<file path="config.mk">
export PLATFORM = sky130hd
export DESIGN_NAME = sram_sp_be_ctrl
export DESIGN_NICKNAME = d
export VERILOG_FILES = /design/src/rtl/sram_ctrl_pkg.sv /design/src/rtl/sram_sp_be_ctrl.sv
export SDC_FILE = /design/constraint.sdc
export NUM_CORES = 1
export LEC_CHECK = 0
export CORE_MARGIN = 1.5
export CORE_UTILIZATION = 30
export DETAILED_ROUTE_END_ITERATION = 8
export PLACE_DENSITY = 0.72
export SETUP_SLACK_MARGIN = 0.02
export SYNTH_ARGS = -nofsm -noshare
export SYNTH_HDL_FRONTEND = slang
export SYNTH_SLANG_ARGS = --single-unit
</file>
<file path="constraint.sdc">
create_clock -name CLK -period 2.5 [get_ports CLK]
set_input_delay 0.5 -clock CLK [delete_from_list [all_inputs] [get_ports CLK]]
set_output_delay 0.5 -clock CLK [all_outputs]
set_load 0.05 [all_outputs]
</file>
<file path="src/rtl/sram_ctrl_pkg.sv">
// Shared types and helpers for the single-port byte-enable SRAM controller.
// Holds the FSM encoding, the byte-enable to bit-mask expansion and parameter checks.
package sram_ctrl_pkg;

  typedef enum logic [1:0] {
    StRst  = 2'd0,
    StInit = 2'd1,
    StRun  = 2'd2
  } state_e;

  // Widest data bus the mask helper can expand.
  localparam int unsigned MaxDataW = 256;

  // Active-high lane enables in, active-low per-bit write mask out (lanes past nb stay 1).
  function automatic logic [MaxDataW-1:0] be_to_wen(input logic [MaxDataW-1:0] be,
                                                     input int unsigned        nb,
                                                     input int unsigned        byte_w);
    logic [MaxDataW-1:0] wen;
    logic [MaxDataW-1:0] lmask;
    logic [MaxDataW-1:0] be_sh;
    wen   = '1;
    lmask = ~({MaxDataW{1'b1}} << byte_w);
    for (int unsigned lane = 0; lane < nb; lane++) begin
      be_sh = be >> lane;
      if (be_sh[0]) begin
        wen = wen & ~(lmask << (lane * byte_w));
      end
    end
    return wen;
  endfunction

  function automatic bit params_ok(input int unsigned data_w,
                                   input int unsigned byte_w,
                                   input int unsigned depth,
                                   input int unsigned addr_w);
    return (byte_w != 0) && (data_w != 0) && ((data_w % byte_w) == 0) &&
           (data_w <= MaxDataW) && (depth != 0) && (addr_w >= 1) && (addr_w < 64) &&
           (64'(depth) <= (64'd1 << addr_w));
  endfunction

endpackage

</file>
<file path="src/rtl/sram_sp_be_ctrl.sv">
// Single-port SRAM controller: valid/ready requests, byte-enable writes, optional output
// register, read-data hold and a hardware zero-fill after reset or on request.
module sram_sp_be_ctrl
  import sram_ctrl_pkg::*;
#(
  parameter int unsigned DATA_W  = 32,
  parameter int unsigned BYTE_W  = 8,
  parameter int unsigned DEPTH   = 16384,
  parameter int unsigned ADDR_W  = 14,
  parameter int unsigned OUT_REG = 0,
  parameter int unsigned INIT_EN = 1,
  localparam int unsigned NB     = DATA_W / BYTE_W
) (
  input  logic              CLK,
  input  logic              RESETn,
  input  logic              req_valid,
  output logic              req_ready,
  input  logic              req_write,
  input  logic [ADDR_W-1:0] req_addr,
  input  logic [DATA_W-1:0] req_wdata,
  input  logic [NB-1:0]     req_be,
  output logic              rsp_valid,
  output logic [DATA_W-1:0] rsp_rdata,
  input  logic              init_req,
  output logic              init_done,
  output logic              mem_CEN,
  output logic              mem_GWEN,
  output logic [DATA_W-1:0] mem_WEN,
  output logic [ADDR_W-1:0] mem_A,
  output logic [DATA_W-1:0] mem_D,
  input  logic [DATA_W-1:0] mem_Q
);

  localparam logic [ADDR_W-1:0] LastAddr = ADDR_W'(DEPTH - 1);
  localparam logic [ADDR_W:0]   DepthLim = (ADDR_W + 1)'(DEPTH);

  if (!params_ok(DATA_W, BYTE_W, DEPTH, ADDR_W)) begin : g_param_err
    $error("sram_sp_be_ctrl: illegal DATA_W/BYTE_W/DEPTH/ADDR_W combination");
  end

  state_e            r_state;
  state_e            w_state_nxt;
  logic [ADDR_W-1:0] r_cnt;
  logic [ADDR_W-1:0] w_cnt_nxt;

  logic              w_run;
  logic              w_acc;
  logic              w_in_range;
  logic              w_rd;
  logic              w_mem_rd;
  logic              w_mem_wr;
  logic [DATA_W-1:0] w_wen_be;

  logic              r_rd_p1;
  logic              r_oor_p1;
  logic [DATA_W-1:0] w_rdata_p1;
  logic              w_rsp_valid;
  logic [DATA_W-1:0] w_rsp_data;
  logic [DATA_W-1:0] r_hold;

  assign w_run      = (r_state == StRun);
  assign w_acc      = req_valid & w_run;
  assign w_in_range = ({1'b0, req_addr} < DepthLim);
  assign w_rd       = w_acc & ~req_write;
  assign w_mem_rd   = w_rd & w_in_range;
  // Writes with no lane enabled or outside the array are swallowed without a macro access.
  assign w_mem_wr   = w_acc & req_write & w_in_range & (|req_be);
  assign w_wen_be   = DATA_W'(be_to_wen(MaxDataW'(req_be), NB, BYTE_W));

  assign req_ready  = w_run;
  assign init_done  = w_run;

  always_comb begin
    w_state_nxt = r_state;
    w_cnt_nxt   = r_cnt;
    unique case (r_state)
      StRst: begin
        w_state_nxt = (INIT_EN != 0) ? StInit : StRun;
      end
      StInit: begin
        if (r_cnt == LastAddr) begin
          w_state_nxt = StRun;
          w_cnt_nxt   = '0;
        end else begin
          w_cnt_nxt = r_cnt + ADDR_W'(1);
        end
      end
      StRun: begin
        if (init_req) begin
          w_state_nxt = StInit;
        end
      end
      default: begin
        w_state_nxt = StRst;
      end
    endcase
  end

  always_comb begin
    mem_CEN  = 1'b1;
    mem_GWEN = 1'b1;
    mem_WEN  = '1;
    mem_A    = '0;
    mem_D    = '0;
    unique case (r_state)
      StInit: begin
        mem_CEN  = 1'b0;
        mem_GWEN = 1'b0;
        mem_WEN  = '0;
        mem_A    = r_cnt;
      end
      StRun: begin
        mem_CEN  = ~(w_mem_rd | w_mem_wr);
        mem_GWEN = ~(w_acc & req_write);
        mem_WEN  = (w_acc & req_write) ? w_wen_be : '1;
        mem_A    = req_addr;
        mem_D    = req_wdata;
      end
      default: ;
    endcase
  end

  always_ff @(posedge CLK or negedge RESETn) begin
    if (!RESETn) begin
      r_state  <= StRst;
      r_cnt    <= '0;
      r_rd_p1  <= 1'b0;
      r_oor_p1 <= 1'b0;
      r_hold   <= '0;
    end else begin
      r_state  <= w_state_nxt;
      r_cnt    <= w_cnt_nxt;
      r_rd_p1  <= w_rd;
      r_oor_p1 <= w_rd & ~w_in_range;
      if (w_rsp_valid) begin
        r_hold <= w_rsp_data;
      end
    end
  end

  // Out-of-range reads never touched the macro, so mem_Q is stale and must be masked.
  assign w_rdata_p1 = r_oor_p1 ? '0 : mem_Q;

  if (OUT_REG != 0) begin : g_out_reg
    logic              r_rd_p2;
    logic [DATA_W-1:0] r_q_p2;

    always_ff @(posedge CLK or negedge RESETn) begin
      if (!RESETn) begin
        r_rd_p2 <= 1'b0;
        r_q_p2  <= '0;
      end else begin
        r_rd_p2 <= r_rd_p1;
        if (r_rd_p1) begin
          r_q_p2 <= w_rdata_p1;
        end
      end
    end

    assign w_rsp_valid = r_rd_p2;
    assign w_rsp_data  = r_q_p2;
  end else begin : g_no_out_reg
    assign w_rsp_valid = r_rd_p1;
    assign w_rsp_data  = w_rdata_p1;
  end

  assign rsp_valid = w_rsp_valid;
  assign rsp_rdata = w_rsp_valid ? w_rsp_data : r_hold;

endmodule

</file>
==> summary.md <==
| Metric | Value |
|---|---|
| Synth Cell Area | `2770 um2` |
| Warnings from Yosys | `0` |
| Sequential element share of the synthesized area | `44.3%` |
| Post-Synth Adder-Cell Area | `2.71%` |
| Worst relative slew slack | `58.4%` |
| DR vias | `2,516` |
| DRT Wirelength | `8660 um` |
| Final Setup Violations | `0` |
| Port-buffer cells | `201` |
| Worst slew pin tran | `0.624 ns` |
| Most frequent cells after synthesis | `dfrtp_1, mux2_2, and2_1, buf_4, nor2b_1` |
| DIE AREA | `9810 um2` |
| Net Sw Power | `0.000285 W` |
| Synth Area in Compound Gates | `6.01%` |
| Routability congestion estimate | `0.792` |
| Xor/xnor share of the synthesized area | `3.48%` |
| Mapped Cells | `264` |
| Post-route minimum period | `2.40 ns` |
| Core Region | `8850 um2` |
| Iteration-0 DRC Markers | `64` |
| Crit path DAT | `1.90 ns` |
| Synth area leader | `dfrtp_1` |
| CTS Buf Count | `5` |
| Sequential fraction of design power | `56.8%` |
| Global-route wire length before repair | `13,500 um` |
| Number of antenna diodes | `0` |
| Largest net degree at the start of global routing | `50` |
| Achievable Freq | `0.417 GHz` |
| Asr flop ratio synth | `100%` |
| Row cnt | `34` |
| # hold bufs at CTS | `0` |
| Total power divided by cell area | `267 nW/um2` |
| Vias in the first global route | `2,591` |
| Hold Crit Class | `input port to asynchronous set/reset pin` |
| Worst skew pair latency | `0.29 ns` |
| Clk pwr share | `32.1%` |
| Clock transition at path regs | `0.09 ns` |
| Slew Limit Fails | `0` |
| RSZ-0062 raised after global routing | `yes` |
| Die H | `99.1 um` |
| Syn nets | `357` |
| Synth top area share | `44.3%` |
| Startpoint type of the worst setup path | `flop` |
| GR Util All Layers | `17.3%` |
| Internal power | `0.00111 W` |
| Switching fraction of total power | `20.5%` |
| Max cap viols | `0` |
| I/O pin total | `202` |
| Worst Hold Slack | `0.306 ns` |
| Starting Density | `31.3%` |
| Syn avg cell area | `10.5 um2` |
| Leakage dissipation | `2.43 nW` |
| VDD IR-drop max | `328 uV` |
| Post-synth EDFFs | `0` |
| Area growth syn-to-layout | `88.4%` |
| CTS Sinks | `49` |
| Post-DP HPWL | `6930 um` |
| Largest family of logic cells by synthesized area | `simple AND/OR/NAND/NOR gates` |
| CTS tree | `done` |
| Final-stage net count | `528` |
| Post-synth cell types | `30` |
| DRC errors left | `0` |
| Root Buffer | `clkbuf_8` |
| Clk_skew | `0.00676 ns` |
| CTS H-Tree Depth | `2` |
| Mux contribution to synthesized area | `14.6%` |
| DRT Pass-1 Iters | `4` |
| Synth area leaders | `dfrtp_1, mux2_2, buf_4, and2_1, a22oi_1` |
| Largest fanout on the critical path | `12` |
| Total Power | `0.00139 W` |
| Ys flop type | `dfrtp_1` |
| Simple-gate area share of the yosys netlist | `18.4%` |
| Placed Cells | `535` |
| Die width | `99.1 um` |
| Crit. End Element | `primary output` |
| Via-to-Cell Ratio | `4.63` |
| Fillers | `737` |
| Count leader, synth | `dfrtp_1` |
| Max Root-Sink Buffers | `2` |
| Yosys reg bits | `49` |
| Logic pwr share | `11.1%` |
| Antenna violations before repair | `0` |
| WS Path Type | `flop to primary output` |
| Outcome | `finished clean` |
| Fraction of layout cells with a size suffix above 1 | `45.2%` |
| Required time of the critical path | `2.00 ns` |
| Post-route clock period utilization | `96.0%` |
| Antenna viol nets, final | `0` |
| Overflow after GRT | `0` |
| Finished Layout Cells | `544` |
| Final Hold Viols | `0` |
| Drt wl/cell | `15.9 um` |
stage by stage:
stage	area (um2)	setup TNS, ns	util, %	setup WS [ns]
floorplan	2860	-1.20	-	-0.0860
global placement	5110	0	57.7	0.302
CTS	5210	0	58.8	0.0442
global route	5220	0	59.0	0.000440
detailed placement	5110	0	57.7	0.200
finish	5220	0	59.0	0.100
metal layers:
metal	vias to the layer above	share of wire [%]	GRT usage, %
met5	-	0	0
met4	0	1.3	4.33
met3	8	6.4	3.55
met2	113	57	34.1
met1	1189	36	18.6
li1	1206	-	-
cell type report:
type | instances | area (um2) | share of cell area, %
clock inverters | 1 | 7.51 | 0.144
flip-flops and latches | 49 | 1230 | 23.5
repair buffers | 207 | 2390 | 45.8
well taps | 108 | 135 | 2.59
clock buffers | 7 | 76.3 | 1.46
multi-input cells | 166 | 1360 | 26.1
inverters | 6 | 22.5 | 0.432
power by group through the flow:
stage	registers [W]	clock network (W)	logic, W
2_1_floorplan	0.000808	0	0.00000216
3_3_place_gp	0.000808	0	0.000153
3_5_place_dp	0.000808	0	0.000156
4_1_cts	0.000792	0.000469	0.000157
5_1_grt	0.000792	0.000501	0.000167
6_report	0.000792	0.000447	0.000155
flip-flops by register name, indices dropped and copies added, names as in the netlist:
register and cells:
rsp_valid 1, r_cnt 14, r_hold 32, r_state 2
worst max-delay path: stages (launching register included):
cell     delay (ns)
dfrtp_1        0.45
inv_1          0.15
ha_4           0.26
nor2b_4        0.10
a31o_4         0.26
o21ai_2        0.14
buf_4          0.27
logic make-up (layout without fill, tap and decap cells):
| kind of cell | count (synthesis) | count (layout) |
|---|---|---|
| DFF | 49 | 49 |
| buffers and inverters | 49 | 221 |
| and+or+nand+nor | 89 | 89 |
| adders and majority gates | 6 | 6 |
| muxes | 36 | 36 |
| AOI/OAI and AO/OA | 24 | 24 |
| xor gates and xnor gates | 11 | 11 |
cell usage in the layout (no fill, tap or decap), types with 2 or more instances in the layout:
master / Yosys / routed
mux2_2: 34 / 34
nor2b_2: 0 / 13
a21oi_1: 2 / 2
clkbuf_1: 11 / 2
buf_12: 0 / 50
buf_4: 29 / 71
and2_2: 0 / 10
mux2i_1: 2 / 2
clkbuf_8: 0 / 5
nor2_1: 11 / 11
nor3_1: 3 / 3
clkdlybuf4s50_1: 0 / 85
dfrtp_1: 49 / 49
ha_1: 6 / 5
o21ai_4: 0 / 2
and2_1: 32 / 22
nand3_1: 4 / 4
inv_1: 6 / 6
xnor2_1: 10 / 10
nor4_1: 3 / 3
a22oi_1: 13 / 13
o21ai_2: 0 / 2
nand4_1: 7 / 7
nand2_1: 9 / 8
worst paths after layout:
kind,depth (start not counted),endpoint,startpoint,slack [ns]
worst min register to register,1,r_hold[17],r_hold[17],0.50
worst min-delay path,2,r_hold[30],RESETn,0.31
worst max register to register,7,r_cnt[5],r_state[1],0.46
worst max-delay path,6,mem_WEN[28],r_state[0],0.10
min in group CLK,1,r_hold[17],r_hold[17],0.50
max in group asynchronous,2,r_cnt[0],RESETn,1.77
timing repair:
item                       4_1_cts  5_1_grt
gates resized for setup          1        2
buffers inserted                 1        0
setup endpoints to repair       33       33
Note: power is estimated with default switching activity, not from simulation.
